==> src/rtl/rca_config_loader_if.sv <==
// Config stream bundle between the CPU-side source (CSR/DMA) and the loader.
interface rca_config_loader_if;
  logic [31:0] cfg_data;
  logic        cfg_valid;
  logic        cfg_ready;
  logic        cfg_abort;

  modport master (output cfg_data, output cfg_valid, output cfg_abort, input cfg_ready);
  modport slave  (input cfg_data, input cfg_valid, input cfg_abort, output cfg_ready);
endinterface

==> src/rtl/rca_config_loader.sv <==
// Streaming loader: header + N entry words -> single-cycle config register writes.
// Optional macro RCA_CFG_LOADER_RANGE_CHECK_EN: out-of-range index/value/RCA id
// sets err and suppresses the strobe instead of truncating.
module rca_config_loader #(
  parameter int unsigned NUM_RCAS           = 4,
  parameter int unsigned NUM_READ_PORTS     = 2,
  parameter int unsigned NUM_WRITE_PORTS    = 2,
  parameter int unsigned GRID_NUM_ROWS      = 4,
  parameter int unsigned NUM_GRID_MUXES     = 32,
  parameter int unsigned GRID_MUX_INPUTS    = 8,
  parameter int unsigned IO_UNIT_MUX_INPUTS = 8
) (
  input  logic                                   clk,
  input  logic                                   rst_n,
  rca_config_loader_if.slave                     cfg,
  output logic                                   busy,
  output logic                                   done,
  output logic                                   err,
  output logic [$clog2(NUM_RCAS)-1:0]            rca_sel,
  output logic                                   cpu_fb_reg_addr_wr_en,
  output logic                                   cpu_nfb_reg_addr_wr_en,
  output logic                                   cpu_src_dest_port,
  output logic [$clog2(NUM_READ_PORTS)-1:0]      cpu_port_sel,
  output logic [4:0]                             cpu_reg_addr,
  output logic                                   grid_mux_wr_en,
  output logic [$clog2(NUM_GRID_MUXES)-1:0]      grid_mux_wr_addr,
  output logic [$clog2(GRID_MUX_INPUTS)-1:0]     new_grid_mux_sel,
  output logic                                   io_mux_wr_en,
  output logic [$clog2(GRID_NUM_ROWS)-1:0]       io_mux_addr,
  output logic [$clog2(IO_UNIT_MUX_INPUTS)-1:0]  new_io_mux_sel,
  output logic                                   rca_result_mux_wr_en,
  output logic [$clog2(NUM_WRITE_PORTS)-1:0]     rca_result_mux_addr,
  output logic [$clog2(GRID_NUM_ROWS)-1:0]       new_rca_result_mux_sel,
  output logic                                   rca_io_inp_map_wr_en,
  output logic [GRID_NUM_ROWS-1:0]               new_rca_io_inp_map
);

  localparam int unsigned RCA_W = $clog2(NUM_RCAS);
  localparam int unsigned RP_W  = $clog2(NUM_READ_PORTS);
  localparam int unsigned WP_W  = $clog2(NUM_WRITE_PORTS);
  localparam int unsigned GA_W  = $clog2(NUM_GRID_MUXES);
  localparam int unsigned GS_W  = $clog2(GRID_MUX_INPUTS);
  localparam int unsigned IA_W  = $clog2(GRID_NUM_ROWS);
  localparam int unsigned IS_W  = $clog2(IO_UNIT_MUX_INPUTS);
  localparam int unsigned RS_W  = $clog2(GRID_NUM_ROWS);
  localparam int unsigned REG_W = 5;
  localparam int unsigned MAP_W = GRID_NUM_ROWS;

  localparam logic [1:0] IDLE = 2'd0;
  localparam logic [1:0] LOAD = 2'd1;
  localparam logic [1:0] DONE = 2'd2;

  logic [1:0]       state_q, state_d;
  logic [7:0]       cnt_q, cnt_d;
  logic             err_q, err_d, busy_q, busy_d, done_q, done_d;
  logic [RCA_W-1:0] rca_sel_q, rca_sel_d;
  logic             fb_en_q, fb_en_d, nfb_en_q, nfb_en_d, sd_q, sd_d;
  logic [RP_W-1:0]  port_q, port_d;
  logic [REG_W-1:0] reg_q, reg_d;
  logic             grid_en_q, grid_en_d, io_en_q, io_en_d, res_en_q, res_en_d, map_en_q, map_en_d;
  logic [GA_W-1:0]  ga_q, ga_d;
  logic [GS_W-1:0]  gs_q, gs_d;
  logic [IA_W-1:0]  ia_q, ia_d;
  logic [IS_W-1:0]  is_q, is_d;
  logic [WP_W-1:0]  ra_q, ra_d;
  logic [RS_W-1:0]  rs_q, rs_d;
  logic [MAP_W-1:0] map_q, map_d;

  logic [2:0]  typ;
  logic [7:0]  idx;
  logic [15:0] val;
  logic        accept, in_range, hdr_rca_bad;
  logic        unused_data;

  assign typ         = cfg.cfg_data[31:29];
  assign idx         = cfg.cfg_data[23:16];
  assign val         = cfg.cfg_data[15:0];
  assign unused_data = ^cfg.cfg_data;

  // Ready depends only on state and abort; forced low while in reset.
  assign cfg.cfg_ready = rst_n & ~cfg.cfg_abort & (state_q != DONE);
  assign accept        = cfg.cfg_valid & cfg.cfg_ready;

`ifdef RCA_CFG_LOADER_RANGE_CHECK_EN
  logic rca_bad_q, rca_bad_d;

  // Destination bounds for the current entry; a bad header RCA id poisons the whole load.
  always_comb begin
    hdr_rca_bad = (32'(cfg.cfg_data[15:8]) >= NUM_RCAS);
    case (typ)
      3'd0:         in_range = (32'(idx) < NUM_GRID_MUXES)  && (32'(val) < GRID_MUX_INPUTS);
      3'd1:         in_range = (32'(idx) < GRID_NUM_ROWS)   && (32'(val) < IO_UNIT_MUX_INPUTS);
      3'd2:         in_range = (32'(idx) < NUM_WRITE_PORTS) && (32'(val) < GRID_NUM_ROWS);
      3'd3:         in_range = (32'(idx) < NUM_READ_PORTS)  && (32'(val) < 32'd32);
      3'd4, 3'd5:   in_range = (32'(idx) < NUM_WRITE_PORTS) && (32'(val) < 32'd32);
      3'd6:         in_range = (32'(val) < (32'd1 << MAP_W));
      default:      in_range = 1'b1;
    endcase
    if (rca_bad_q) in_range = 1'b0;
  end

  // Latches whether the current load targets a nonexistent RCA.
  always_ff @(posedge clk or negedge rst_n) begin
    if (!rst_n) rca_bad_q <= 1'b0;
    else        rca_bad_q <= rca_bad_d;
  end

  assign rca_bad_d = (state_q == IDLE && accept) ? hdr_rca_bad : rca_bad_q;
`else
  assign hdr_rca_bad = 1'b0;
  assign in_range    = 1'b1;
`endif

  // Next-state, counter and write-strobe decode.
  always_comb begin
    state_d   = state_q;
    cnt_d     = cnt_q;
    err_d     = err_q;
    rca_sel_d = rca_sel_q;
    fb_en_d   = 1'b0;
    nfb_en_d  = 1'b0;
    grid_en_d = 1'b0;
    io_en_d   = 1'b0;
    res_en_d  = 1'b0;
    map_en_d  = 1'b0;
    sd_d      = sd_q;
    port_d    = port_q;
    reg_d     = reg_q;
    ga_d      = ga_q;
    gs_d      = gs_q;
    ia_d      = ia_q;
    is_d      = is_q;
    ra_d      = ra_q;
    rs_d      = rs_q;
    map_d     = map_q;
    case (state_q)
      IDLE: begin
        if (accept) begin
          rca_sel_d = RCA_W'(cfg.cfg_data[15:8]);
          cnt_d     = cfg.cfg_data[7:0];
          err_d     = hdr_rca_bad;
          state_d   = (cfg.cfg_data[7:0] == 8'd0) ? DONE : LOAD;
        end
      end
      LOAD: begin
        if (cfg.cfg_abort) begin
          state_d = IDLE;
        end else if (accept) begin
          cnt_d = cnt_q - 8'd1;
          if (cnt_q == 8'd1) state_d = DONE;
          if (typ == 3'd7 || !in_range) begin
            err_d = 1'b1;
          end else begin
            case (typ)
              3'd0: begin grid_en_d = 1'b1; ga_d = GA_W'(idx); gs_d = GS_W'(val); end
              3'd1: begin io_en_d = 1'b1; ia_d = IA_W'(idx); is_d = IS_W'(val); end
              3'd2: begin res_en_d = 1'b1; ra_d = WP_W'(idx); rs_d = RS_W'(val); end
              3'd3: begin fb_en_d = 1'b1; sd_d = 1'b0; port_d = RP_W'(idx); reg_d = REG_W'(val); end
              3'd4: begin fb_en_d = 1'b1; sd_d = 1'b1; port_d = RP_W'(idx); reg_d = REG_W'(val); end
              3'd5: begin nfb_en_d = 1'b1; sd_d = 1'b1; port_d = RP_W'(idx); reg_d = REG_W'(val); end
              default: begin map_en_d = 1'b1; map_d = MAP_W'(val); end
            endcase
          end
        end
      end
      default: state_d = IDLE;
    endcase
    busy_d = (state_d == LOAD);
    done_d = (state_d == DONE);
  end

  // State and registered outputs.
  always_ff @(posedge clk or negedge rst_n) begin
    if (!rst_n) begin
      state_q <= IDLE;  cnt_q <= '0;  err_q <= 1'b0;  busy_q <= 1'b0;  done_q <= 1'b0;
      rca_sel_q <= '0;  fb_en_q <= 1'b0;  nfb_en_q <= 1'b0;  sd_q <= 1'b0;
      port_q <= '0;  reg_q <= '0;  grid_en_q <= 1'b0;  io_en_q <= 1'b0;
      res_en_q <= 1'b0;  map_en_q <= 1'b0;  ga_q <= '0;  gs_q <= '0;
      ia_q <= '0;  is_q <= '0;  ra_q <= '0;  rs_q <= '0;  map_q <= '0;
    end else begin
      state_q <= state_d;  cnt_q <= cnt_d;  err_q <= err_d;  busy_q <= busy_d;  done_q <= done_d;
      rca_sel_q <= rca_sel_d;  fb_en_q <= fb_en_d;  nfb_en_q <= nfb_en_d;  sd_q <= sd_d;
      port_q <= port_d;  reg_q <= reg_d;  grid_en_q <= grid_en_d;  io_en_q <= io_en_d;
      res_en_q <= res_en_d;  map_en_q <= map_en_d;  ga_q <= ga_d;  gs_q <= gs_d;
      ia_q <= ia_d;  is_q <= is_d;  ra_q <= ra_d;  rs_q <= rs_d;  map_q <= map_d;
    end
  end

  assign busy                   = busy_q;
  assign done                   = done_q;
  assign err                    = err_q;
  assign rca_sel                = rca_sel_q;
  assign cpu_fb_reg_addr_wr_en  = fb_en_q;
  assign cpu_nfb_reg_addr_wr_en = nfb_en_q;
  assign cpu_src_dest_port      = sd_q;
  assign cpu_port_sel           = port_q;
  assign cpu_reg_addr           = reg_q;
  assign grid_mux_wr_en         = grid_en_q;
  assign grid_mux_wr_addr       = ga_q;
  assign new_grid_mux_sel       = gs_q;
  assign io_mux_wr_en           = io_en_q;
  assign io_mux_addr            = ia_q;
  assign new_io_mux_sel         = is_q;
  assign rca_result_mux_wr_en   = res_en_q;
  assign rca_result_mux_addr    = ra_q;
  assign new_rca_result_mux_sel = rs_q;
  assign rca_io_inp_map_wr_en   = map_en_q;
  assign new_rca_io_inp_map     = map_q;

endmodule

==> src/flat_wrapper.sv <==
// flat-port wrapper written by rule: the top's interface ports become plain ports
module rca_config_loader_flat 
#(
  parameter int unsigned NUM_RCAS           = 4,
  parameter int unsigned NUM_READ_PORTS     = 2,
  parameter int unsigned NUM_WRITE_PORTS    = 2,
  parameter int unsigned GRID_NUM_ROWS      = 4,
  parameter int unsigned NUM_GRID_MUXES     = 32,
  parameter int unsigned GRID_MUX_INPUTS    = 8,
  parameter int unsigned IO_UNIT_MUX_INPUTS = 8
)
  (clk, rst_n, busy, done, err, rca_sel, cpu_fb_reg_addr_wr_en, cpu_nfb_reg_addr_wr_en, cpu_src_dest_port, cpu_port_sel, cpu_reg_addr, grid_mux_wr_en, grid_mux_wr_addr, new_grid_mux_sel, io_mux_wr_en, io_mux_addr, new_io_mux_sel, rca_result_mux_wr_en, rca_result_mux_addr, new_rca_result_mux_sel, rca_io_inp_map_wr_en, new_rca_io_inp_map, cfg_cfg_data, cfg_cfg_valid, cfg_cfg_abort, cfg_cfg_ready);
  rca_config_loader_if cfg_i ();
  input  logic clk;
  input  logic rst_n;
  output logic busy;
  output logic done;
  output logic err;
  output logic [$clog2(NUM_RCAS)-1:0] rca_sel;
  output logic cpu_fb_reg_addr_wr_en;
  output logic cpu_nfb_reg_addr_wr_en;
  output logic cpu_src_dest_port;
  output logic [$clog2(NUM_READ_PORTS)-1:0] cpu_port_sel;
  output logic [4:0] cpu_reg_addr;
  output logic grid_mux_wr_en;
  output logic [$clog2(NUM_GRID_MUXES)-1:0] grid_mux_wr_addr;
  output logic [$clog2(GRID_MUX_INPUTS)-1:0] new_grid_mux_sel;
  output logic io_mux_wr_en;
  output logic [$clog2(GRID_NUM_ROWS)-1:0] io_mux_addr;
  output logic [$clog2(IO_UNIT_MUX_INPUTS)-1:0] new_io_mux_sel;
  output logic rca_result_mux_wr_en;
  output logic [$clog2(NUM_WRITE_PORTS)-1:0] rca_result_mux_addr;
  output logic [$clog2(GRID_NUM_ROWS)-1:0] new_rca_result_mux_sel;
  output logic rca_io_inp_map_wr_en;
  output logic [GRID_NUM_ROWS-1:0] new_rca_io_inp_map;
  input wire logic [$bits(cfg_i.cfg_data)-1:0] cfg_cfg_data;
  input wire logic [$bits(cfg_i.cfg_valid)-1:0] cfg_cfg_valid;
  input wire logic [$bits(cfg_i.cfg_abort)-1:0] cfg_cfg_abort;
  output wire logic [$bits(cfg_i.cfg_ready)-1:0] cfg_cfg_ready;
  assign cfg_i.cfg_data = cfg_cfg_data;
  assign cfg_i.cfg_valid = cfg_cfg_valid;
  assign cfg_i.cfg_abort = cfg_cfg_abort;
  assign cfg_cfg_ready = cfg_i.cfg_ready;
  rca_config_loader #(.NUM_RCAS(NUM_RCAS), .NUM_READ_PORTS(NUM_READ_PORTS), .NUM_WRITE_PORTS(NUM_WRITE_PORTS), .GRID_NUM_ROWS(GRID_NUM_ROWS), .NUM_GRID_MUXES(NUM_GRID_MUXES), .GRID_MUX_INPUTS(GRID_MUX_INPUTS), .IO_UNIT_MUX_INPUTS(IO_UNIT_MUX_INPUTS)) u_core (.clk(clk), .rst_n(rst_n), .cfg(cfg_i), .busy(busy), .done(done), .err(err), .rca_sel(rca_sel), .cpu_fb_reg_addr_wr_en(cpu_fb_reg_addr_wr_en), .cpu_nfb_reg_addr_wr_en(cpu_nfb_reg_addr_wr_en), .cpu_src_dest_port(cpu_src_dest_port), .cpu_port_sel(cpu_port_sel), .cpu_reg_addr(cpu_reg_addr), .grid_mux_wr_en(grid_mux_wr_en), .grid_mux_wr_addr(grid_mux_wr_addr), .new_grid_mux_sel(new_grid_mux_sel), .io_mux_wr_en(io_mux_wr_en), .io_mux_addr(io_mux_addr), .new_io_mux_sel(new_io_mux_sel), .rca_result_mux_wr_en(rca_result_mux_wr_en), .rca_result_mux_addr(rca_result_mux_addr), .new_rca_result_mux_sel(new_rca_result_mux_sel), .rca_io_inp_map_wr_en(rca_io_inp_map_wr_en), .new_rca_io_inp_map(new_rca_io_inp_map));
endmodule
==> config.mk <==
export PLATFORM = sky130hd
export DESIGN_NAME = rca_config_loader_flat
export DESIGN_NICKNAME = d
export VERILOG_FILES = /design/src/rtl/rca_config_loader_if.sv /design/src/rtl/rca_config_loader.sv /design/src/flat_wrapper.sv
export SDC_FILE = /design/constraint.sdc
export NUM_CORES = 1
export LEC_CHECK = 0
export ABC_CLOCK_PERIOD_IN_PS = 2500
export CAP_MARGIN = 15
export CORE_MARGIN = 3
export CORE_UTILIZATION = 44
export CTS_CLUSTER_DIAMETER = 80
export DETAILED_ROUTE_END_ITERATION = 6
export PLACE_DENSITY = 0.79
export SLEW_MARGIN = 20
export SYNTH_ARGS = -nofsm -noshare
export SYNTH_HDL_FRONTEND = slang
export SYNTH_SLANG_ARGS = --single-unit
==> constraint.sdc <==
create_clock -name clk -period 2.5 [get_ports clk]
set_clock_uncertainty 0.05 [all_clocks]
set_input_delay 0.25 -clock clk [delete_from_list [all_inputs] [get_ports clk]]
set_output_delay 0.25 -clock clk [all_outputs]
set_load 0.01 [all_outputs]
Word level (Yosys, flattened, before mapping)
Index checks and enable logic that the tools add are counted.
- register bits: 48
- latch bits: 0
- bits in writable memories: 0
- bits in read-only memories: 0
- logic and storage cells: 108
- memories: 0
- $add $sub $neg: 1
- multipliers: 0
- divide/modulo/power cells: 0
- order comparisons: 0
- equal/unequal tests: 15
- shifts and indexed selects: 0
- multiplexer cells: 46
- bitwise operators: 6
- reductions and logical operators: 18
- operator list (operator ; number):
    $reduce_and 5->1 ; 7
    $mux 1 ; 34
    $mux 8 ; 3
    $pmux 8 s2 ; 1
    $mux 2 ; 5
    $eq 3x3->1 const B ; 3
    $eq 8x1->1 const B ; 1
    $logic_not 8->1 ; 1
    $sub 8x1->8 const B ; 1
    $eq 3x2->1 const B ; 2
    $ne 2x1->1 const B ; 3
    $reduce_or 6->1 ; 1
    $eq 2x1->1 const B ; 2
    $ne 2x2->1 const B ; 2
    $pmux 1 s2 ; 2
    $pmux 2 s2 ; 1
    $reduce_and 4->1 ; 1
    $reduce_bool 2->1 ; 2
    $reduce_or 2->1 ; 2
    $and 1x1->1 ; 3
    $eq 3x1->1 const B ; 1
    $logic_not 3->1 ; 1
    $not 1->1 ; 3
    $reduce_or 3->1 ; 1
    other kinds (3) ; 3

Depth between registers and ports, before layout
Gate-level depths: netlist of the first run.
- word-level depth: 8
- mapped depth: 6

Least setup slack after synthesis of the first run
Ideal clock, no wire load.
- kind: flip-flop to flip-flop
- start point: register u_core.state_q[1]
- end point: register u_core.ga_q[0], in the netlist u_core.grid_mux_wr_addr[0]
- data arrival time: 1.735 ns
- required time: 2.325 ns
- setup slack: 0.589 ns
- cell stages (with the launch flop): 7
- period minus slack after synthesis: 1.911 ns
- cells stage by stage: dfrtp_1 and2b_1 buf_4 nand4b_4 or4_1 buf_6 mux2_4
- word-level cells in the longest chain between the ends: 4
- elaborated cells on any way between the ends: 5
- classes of those cells: eq/ne (2); bitwise (2); reduce/logical (1)
- ends and longest elaborated chain (what ; line ; text):
    start, declared ; rca_config_loader.sv:53 ; logic [1:0] state_q, state_d;
    start signal, assigned ; rca_config_loader.sv:181 ; state_q <= state_d; cnt_q <= cnt_d; err_q <= err_d; busy_q <= busy_d; done_q <= done_d;
    $ne 2x2->1 ; rca_config_loader.sv:81 ; assign cfg.cfg_ready = rst_n & ~cfg.cfg_abort & (state_q != DONE);
    $and 1x1->1 ; rca_config_loader.sv:81 ;
    $and 1x1->1 ; rca_config_loader.sv:82 ; assign accept = cfg.cfg_valid & cfg.cfg_ready;
    $reduce_and 5->1 (no source line) (*) ; -- ;
    end signal, assigned ; rca_config_loader.sv:184 ; res_en_q <= res_en_d; map_en_q <= map_en_d; ga_q <= ga_d; gs_q <= gs_d;
    end, declared ; rca_config_loader.sv:61 ; logic [GA_W-1:0] ga_q, ga_d;
Every way passes the cells marked *; elsewhere a longest branch is shown, timed or not.
A chain may end at the register's enable or synchronous reset.

Worst setup path after layout of the first run
- start point: input port rst_n
- end point: output port cfg_cfg_ready
- word-level cells in the longest chain between the ends: 2
- ends and longest elaborated chain (what ; line ; text):
    start, declared ; flat_wrapper.sv:15 ; input logic rst_n;
    $and 1x1->1 (2 in a row) ; rca_config_loader.sv:81 ;
    end, declared ; flat_wrapper.sv:39 ; output wire logic [$bits(cfg_i.cfg_ready)-1:0] cfg_cfg_ready;
No other way between the ends.

==> impl_results.md, run 1 <==
* Max-Cap Viols at 0
* CP max stage delay at 0.57 ns
* CTS tree: done
* CTS H-tree depth at 2
* Clk root buf: clkbuf_8
* Most used DFF post-synth: dfrtp_1
* Clock Path Buffers at 2
* Worst hold path class: in2async
* Final hold vios at 0
* Starting Density at 47.0%
* Placed instance area at 2790 sq um
* Post-synthesis sequential area ratio at 57.2%
* Die W at 75.1 um
* Synth cell types at 40
* RSZ-0062 raised after global routing: false
* RR Endpoint: u_core.grid_mux_wr_addr[0]$_DFFE_PN0P_
* Antenna-violating nets left at 0
* Initial antenna violation count at 0
* Worst endpoint required time at 2.20 ns
* Postcts setup bufs at 0
* Pre-Repair DR Iteration Count at 4
* Reg2reg start: u_core.state_q[1]$_DFF_PN0_
* DRC violations left at 0
* CTS Buf Count at 5
* Most common cell after layout, fill and taps aside: clkdlybuf4s50_1
* Syn_nets at 206
* Fillers at 342
* Die area at 5640 sq um
* Worst slew pin tran at 0.473 ns
* Final setup vio count at 0
* Antenna Diode Count at 0
* Worst Setup SP: rst_n
* Wirelength per Cell at 16.2 um
* Nets@finish at 276
* Yosys reg bits at 48
* Largest net degree at the start of global routing at 20
* Sink Count at 48
* Tot Pwr at 1.90 mW
* Starting DRT DRC Count at 99
* Final Max Tran Viols at 0
* Kind of critical path: in2out
* Chip height at 75.1 um
* Layout cell share with drive strength beyond 1 at 19.2%
* Final GP Congestion at 0.836
* Area growth syn-to-layout at 38.8%
* YS warnings at 0
* Crit path time final at 2.32 ns
* IO Count at 75
* Slew headroom at 68.2%
* Sum Neg Setup Slack at 0 ns
* Critical path peak fanout at 19
* Number of I/O port buffers at 60
* Vias in the first global route at 1597
* Outcome: completed
* Vias at 1584
* Flop-to-flop setup slack at 0.36 ns
* CP arrival at 2.02 ns
* Post-synth EDFFs at 0
* Final HPWL DP at 3530 um
* Worst r2r path cells at 5
* First-pass GRT wire length at 7720 um
* Worst hold slack at 0.251 ns
* PD cells at 653 nW/um^2
* Final instance area at 2920 sq um
* Reg clk slew, reported paths at 0.09 ns
* Post-Syn Area at 2100 sq um
* Critical Path End: cfg_cfg_ready
* Cells after Synth at 168
* Critical path cell sequence: dlygate4sd3_1 -> buf_2 -> buf_6 -> nand2b_1 -> a21oi_1 -> clkdlybuf4s50_1
* VDD IR max at 0.000363 V
* Vias per cell at 5.44
* Final period util at 93.0%
* Lkg Pwr at 1.34 nW
* Worst skew pair latency at 0.29 ns
* Startpoint type of the worst setup path: input port
* Achievable clock frequency at 430 MHz
* # rows at 24
* Final wirelength at 4710 um
* Worst path slowest cell: clkdlybuf4s50_1
* Core area at 4470 sq um
* CP endpoint kind: output pin
* Synth async-reset ratio at 100%
* GRT overflow at 0
* Avg Cell Area, Syn at 12.5 sq um
* Commonest non-fill, non-tap cells in the layout: clkdlybuf4s50_1, dfrtp_1, mux2_2
* Tot GR Track Use at 18.1%
[report_power, final]
part | leakage [nW] | switching, mW | internal, mW
Sequential | 0.632 | 0.0725 | 0.869
Combinational | 0.653 | 0.168 | 0.228
Clock | 0.0548 | 0.265 | 0.301
[logic make-up after synthesis]
| logic type | after synthesis | synth area share (%) |
|---|---|---|
| AO/OA/AOI/OAI | 28 | 9.23 |
| adder cells (fa/ha/maj) | 2 | 1.19 |
| buffers and inverters | 13 | 2.86 |
| flip-flops | 48 | 57.2 |
| multiplexers | 27 | 15.8 |
| AND/OR/NAND/NOR | 50 | 13.7 |
[timing repair]
item / CTS / global route
hold endpoints to repair: 48 / 0
resized for setup: 0 / 1
hold buffers: 1 / 0
endpoints found under the setup margin: 0 / 1
[critical path, delay by kind of cell]
| kind | cells | cell delay (ns) |
|---|---|---|
| AOI/OAI and AO/OA | 1 | 0.18 |
| and+or+nand+nor | 1 | 0.07 |
| buffers and inverters | 4 | 1.51 |
[worst min path at each step]
stage / from / end / slack, ns / depth (start not counted)
floorplan: rst_n / u_core.busy$_DFF_PN0_ / -0.1 / 0
global placement: rst_n / u_core.rca_sel[0]$_DFFE_PN0P_ / 0.03 / 1
detailed placement: rst_n / u_core.rca_sel[0]$_DFFE_PN0P_ / 0.03 / 1
CTS: rst_n / u_core.rca_sel[0]$_DFFE_PN0P_ / 0.25 / 2
global route: rst_n / u_core.rca_sel[0]$_DFFE_PN0P_ / 0.27 / 2
finish: rst_n / u_core.rca_sel[0]$_DFFE_PN0P_ / 0.25 / 2
[registers in the layout (all words and copies together), names as in the netlist, 3 cells and up]
register / flops
u_core.cnt_q: 8
u_core.cpu_reg_addr: 5
u_core.grid_mux_wr_addr: 5
u_core.new_rca_io_inp_map: 4
u_core.new_grid_mux_sel: 3
u_core.new_io_mux_sel: 3
[routing by layer]
layer	vias to the layer above	track usage [%]	wire (um)
met5	-	0	0
met4	0	7.31	73
met3	6	3.34	237
met2	49	29.2	2390
met1	783	24.2	2010
li1	746	-	-
[synthesized netlist by cell type (2+ instances only)]
library cell | count | share of area, %
ha_1 | 2 | 1.2
nand2_1 | 11 | 2.0
or3_1 | 2 | 0.60
a311oi_1 | 2 | 0.83
nor2_1 | 8 | 1.4
nand3_1 | 3 | 0.71
o32ai_1 | 3 | 1.3
a22o_1 | 2 | 0.83
nand2b_1 | 5 | 1.5
inv_1 | 7 | 1.3
a211oi_1 | 2 | 0.71
nor3_1 | 6 | 1.4
mux2_4 | 8 | 5.7
a21oi_1 | 7 | 1.7
nor4bb_1 | 2 | 0.95
clkbuf_1 | 4 | 0.71
nor4_1 | 4 | 1.2
dfrtp_1 | 48 | 57
o21ai_0 | 4 | 0.95
mux2_2 | 18 | 9.6
[layout make-up]
class                   instances  area [sq um]  share of cell area [%]
inverters                       7          26.3                   0.901
well taps                      52          65.1                    2.23
multi-input cells             107           840                    28.8
clock buffers                   5          68.8                    2.36
clock inverters                 3          46.3                    1.59
repair buffers                 69           669                    23.0
flip-flops and latches         48          1200                    41.2
[per-stage QoR]
step                std cells  util, %  setup slack, ns
floorplan                 168        -            0.589
global placement          282     62.3            0.317
detailed placement        282     62.3            0.301
CTS                       291     65.1           0.0896
global route              291     65.2           0.0648
finish                    291     65.2            0.176
Power figures use the tool's default switching activity.
==> run 2, diff against run 1 <==
--- a/config.mk
+++ b/config.mk
@@ -11,8 +11,7 @@
 export CORE_UTILIZATION = 44
 export CTS_CLUSTER_DIAMETER = 80
 export DETAILED_ROUTE_END_ITERATION = 6
-export PLACE_DENSITY = 0.79
-export SLEW_MARGIN = 20
+export PLACE_DENSITY = 0.85
 export SYNTH_ARGS = -nofsm -noshare
 export SYNTH_HDL_FRONTEND = slang
 export SYNTH_SLANG_ARGS = --single-unit
==> run 2 against run 1 <==
Combinational power barely moved; die area did not move; cell count fell by 0.69%; setup slack improved by 0.16 ns; non-clock buffer count fell by 2; hold slack improved by 0.074 ns; largest power group unchanged; cell area fell by 0.90%; sequential cell count did not move; critical endpoint unchanged; sequential share of layout area rose by 0.37 points; utilization fell by 0.59 points.
==> impl_results.md, run 2 (synthesis gave the netlist of run 1 again) <==
* CTS Buf Count at 5
* Kind of critical path: in2out
* Starting Density at 47.0%
* Worst endpoint required time at 2.20 ns
* Starting DRT DRC Count at 115
* Reg clk slew, reported paths at 0.08 ns
* # rows at 24
* Final HPWL DP at 3520 um
* Area growth syn-to-layout at 37.6%
* Worst path slowest cell: clkdlybuf4s50_1
* Commonest non-fill, non-tap cells in the layout: clkdlybuf4s50_1, dfrtp_1, mux2_2
* Worst skew pair latency at 0.30 ns
* Sequential standard cell area at 1200 sq um
* Pre-Repair DR Iteration Count at 5
* Nets@finish at 274
* CTS tree: done
* Die W at 75.1 um
* Worst hold slack at 0.325 ns
* Post-CTS Resized at 0
* Achievable clock frequency at 461 MHz
* PD cells at 650 nW/um^2
* Sink Count at 48
* CP max stage delay at 0.57 ns
* Final period util at 86.7%
* Top reg by flops: u_core.cnt_q
* Final hold vios at 0
* Tot Pwr at 1.88 mW
* CP endpoint kind: output pin
* Core area at 4470 sq um
* GRT overflow at 0
* First-pass GRT wire length at 7780 um
* Final wirelength at 4790 um
* RR Endpoint: u_core.grid_mux_wr_addr[2]$_DFFE_PN0P_
* Fillers at 354
* Worst slew pin tran at 0.546 ns
* Clock Path Buffers at 2
* Critical path cell sequence: dlygate4sd3_1 -> buf_2 -> nand2b_1 -> a21oi_1 -> clkdlybuf4s50_1
* Startpoint type of the worst setup path: input port
* Reg2reg start: u_core.state_q[1]$_DFF_PN0_
* CP arrival at 1.87 ns
* Worst hold path class: in2async
* Antenna-violating nets left at 0
* Hold-fix buffers, CTS at 1
* Tot GR Track Use at 18.6%
* Critical path peak fanout at 8
* RSZ-0062 raised after global routing: false
* Antenna Diode Count at 0
* Final Max Tran Viols at 0
* Clk root buf: clkbuf_8
* Crit path time final at 2.17 ns
* Most common cell after layout, fill and taps aside: clkdlybuf4s50_1
* Final GP Congestion at 0.844
* Number of I/O port buffers at 60
* VDD IR max at 0.000268 V
* Postcts setup bufs at 0
* Chip height at 75.1 um
* Area occupied by multi-input gates at 840 sq um
* Worst r2r path cells at 5
* Initial antenna violation count at 0
* Largest net degree at the start of global routing at 46
* IO Count at 75
* Vias in the first global route at 1623
* Max reg flops at 8
* Die area at 5640 sq um
* Vias per cell at 5.74
* Flop-to-flop setup slack at 0.37 ns
* Slew headroom at 63.3%
* Layout cell share with drive strength beyond 1 at 18.1%
* Lkg Pwr at 1.33 nW
* Sum Neg Setup Slack at 0 ns
* Max-Cap Viols at 0
* Wirelength per Cell at 16.6 um
* Vias at 1659
* Final setup vio count at 0
* DRC violations left at 0
* CTS H-tree depth at 2
* Outcome: completed
[run 2: how the worst max path moves through the flow]
stage                           startpoint                                     end  slack [ns]  cells past startpoint
3_5_place_dp                 cfg_cfg_abort  u_core.grid_mux_wr_addr[2]$_DFFE_PN0P_        0.34                      5
6_report                             rst_n                           cfg_cfg_ready        0.33                      5
5_1_grt                              rst_n                           cfg_cfg_ready        0.23                      5
4_1_cts                              rst_n                           cfg_cfg_ready        0.34                      5
3_3_place_gp                 cfg_cfg_abort  u_core.grid_mux_wr_addr[3]$_DFFE_PN0P_        0.35                      5
2_1_floorplan  u_core.state_q[1]$_DFF_PN0_  u_core.grid_mux_wr_addr[0]$_DFFE_PN0P_        0.59                      6
[run 2: routing by layer]
layer  vias to the layer above  GRT usage (%)  share of wire (%)
met4                         0           8.70                3.3
met5                         -              0                  0
met1                       800           23.4                 41
met2                        97           29.6                 46
li1                        742              -                  -
met3                        20           5.34                8.9
[run 2: worst max-delay path, delay by kind of cell]
kind                   cells  cell delay [ns]
and+or+nand+nor            1             0.07
AOI/OAI and AO/OA          1             0.18
buffers and inverters      3             1.36
[run 2: area by class of cell]
| class | instances | share of cell area (%) |
|---|---|---|
| Sequential cell | 48 | 41.6 |
| Multi-Input combinational cell | 107 | 29.0 |
| Timing Repair Buffer | 67 | 22.5 |
| Clock buffer | 6 | 2.51 |
| Tap cell | 52 | 2.25 |
| Clock inverter | 2 | 1.21 |
| Inverter | 7 | 0.909 |
[run 2: per-stage QoR]
| step | area [sq um] | std cells | util [%] | worst slack, ns |
|---|---|---|---|---|
| CTS | 2890 | 289 | 64.6 | 0.342 |
| floorplan | 2100 | 168 | - | 0.589 |
| global route | 2890 | 289 | 64.6 | 0.235 |
| finish | 2890 | 289 | 64.6 | 0.332 |
| detailed placement | 2770 | 280 | 62.0 | 0.341 |
| global placement | 2770 | 280 | 62.0 | 0.346 |
[run 2: power by group]
part	internal [mW]	leakage, nW	switching [mW]	total [mW]
Sequential	0.869	0.632	0.0730	0.942
Combinational	0.226	0.642	0.171	0.398
Clock	0.297	0.0552	0.242	0.539
Total	1.39	1.33	0.487	1.88
==> run 3, diff against run 2 <==
--- a/config.mk
+++ b/config.mk
@@ -7,10 +7,12 @@
 export LEC_CHECK = 0
 export ABC_CLOCK_PERIOD_IN_PS = 2500
 export CAP_MARGIN = 15
+export CORE_ASPECT_RATIO = 0.5
 export CORE_MARGIN = 3
 export CORE_UTILIZATION = 44
 export CTS_CLUSTER_DIAMETER = 80
 export DETAILED_ROUTE_END_ITERATION = 6
+export MAX_ROUTING_LAYER = met4
 export PLACE_DENSITY = 0.85
 export SYNTH_ARGS = -nofsm -noshare
 export SYNTH_HDL_FRONTEND = slang
==> run 3 against run 2 <==
Die area grew 0.90%; non-clock buffer count is 2 lower; fmax shrank 7.8%.
==> impl_results.md, run 3 (synthesis gave the netlist of run 1 again) <==
* Worst endpoint required time at 2.64 ns
* Vias in the first global route at 1570
* CP endpoint kind: flop
* Family with the most delay on the worst path: simple AND/OR/NAND/NOR gates
* Largest net degree at the start of global routing at 46
* GRT overflow at 0
* DRC violations left at 0
* Worst slew pin tran at 0.571 ns
* Reg clk slew, reported paths at 0.09 ns
* Most common cell after layout, fill and taps aside: clkdlybuf4s50_1
* # rows at 17
* Area growth syn-to-layout at 37.0%
* Final hold vios at 0
* Final wirelength at 4700 um
* CP arrival at 2.49 ns
* Crit path time final at 2.35 ns
* Layout cell share with drive strength beyond 1 at 17.4%
* Sum Neg Setup Slack at 0 ns
* CP max stage delay at 0.74 ns
* Antenna-violating nets left at 0
* Sink Count at 48
* Clk root buf: clkbuf_8
* Initial antenna violation count at 0
* Worst skew pair latency at 0.30 ns
* Final setup vio count at 0
* Kind of critical path: reg2reg
* Achievable clock frequency at 425 MHz
* Lkg Pwr at 1.31 nW
* Critical path cell sequence: and2b_1 -> nand4b_4 -> or4_1 -> mux2_4
* IO Count at 75
* CTS Buf Count at 5
* Final GP Congestion at 0.885
* VDD IR max at 0.000300 V
* RSZ-0062 raised after global routing: false
* PD cells at 628 nW/um^2
* Final HPWL DP at 3520 um
* Nets@finish at 272
* Clock Path Buffers at 2
* Slew headroom at 61.9%
* Vias at 1564
* Flop-to-flop setup slack at 0.15 ns
* Worst hold path class: in2async
* Starting Density at 46.8%
* Outcome: completed
* Chip height at 54.9 um
* Startpoint type of the worst setup path: flop
* Tot GR Track Use at 18.9%
* Worst path slowest cell: or4_1
* Die area at 5690 sq um
* CTS tree: done
* First-pass GRT wire length at 7850 um
* Number of I/O port buffers at 60
* Final Max Tran Viols at 0
* Pre-Repair DR Iteration Count at 4
* Commonest non-fill, non-tap cells in the layout: clkdlybuf4s50_1, dfrtp_1, mux2_2
* Core area at 4490 sq um
* Starting DRT DRC Count at 40
* Antenna Diode Count at 0
* Final period util at 94.0%
* Top reg by flops: u_core.cnt_q
* CTS H-tree depth at 2
* Vias per cell at 5.20
* Layout Utilization at 64.1%
* Max-Cap Viols at 0
* Critical path peak fanout at 9
* Die W at 104 um
* Max reg flops at 8
* Post-CTS Resized at 0
* Wirelength per Cell at 15.6 um
* CP bufs+invs at 0
[run 3: worst paths after layout]
path | from | end | cells after the start
setup / recovery | u_core.state_q[1]$_DFF_PN0_ | u_core.grid_mux_wr_addr[4]$_DFFE_PN0P_ | 4
hold / removal | rst_n | u_core.cnt_q[6]$_DFFE_PN0P_ | 2
setup reg to reg | u_core.state_q[1]$_DFF_PN0_ | u_core.grid_mux_wr_addr[4]$_DFFE_PN0P_ | 4
hold reg to reg | u_core.rca_sel[1]$_DFFE_PN0P_ | u_core.rca_sel[1]$_DFFE_PN0P_ | 2
max in group asynchronous | rst_n | u_core.cpu_port_sel$_DFFE_PN0P_ | 3
min in group clk | cfg_cfg_data[9] | u_core.rca_sel[1]$_DFFE_PN0P_ | 3
[run 3: area by class of cell]
class	instances	area [sq um]
Tap cell	66	82.6
Inverter	7	26.3
Timing Repair Buffer	65	636
Multi-Input combinational cell	107	840
Fill cell	349	1610
Sequential cell	48	1200
Clock buffer	7	86.3
Clock inverter	1	7.51
[run 3: power by group]
part           internal (mW)  switching (mW)
logic                  0.225           0.167
registers              0.869          0.0728
clock network          0.225           0.250
[run 3: through the flow]
stage	worst slack, ns	power, mW	cells	hold WS, ns	area (sq um)
global placement	0.180	1.33	292	0.0463	2780
floorplan	0.589	1.13	168	-0.0956	2100
detailed placement	0.105	1.35	292	0.0489	2780
CTS	0.158	1.84	301	0.259	2880
global route	0.0471	1.91	301	0.294	2880
finish	0.149	1.81	301	0.273	2880
[run 3: routing by layer]
layer	track usage (%)	up-vias	share of wire, %
li1	-	739	-
met1	22.2	773	45
met5	-	-	0
met2	33.7	48	49
met3	4.00	4	5.0
met4	6.62	0	1.1
[run 3: timing repair]
action                    CTS  global route
hold endpoints to repair    3             0
setup buffers               0             0
hold buffers                1             0
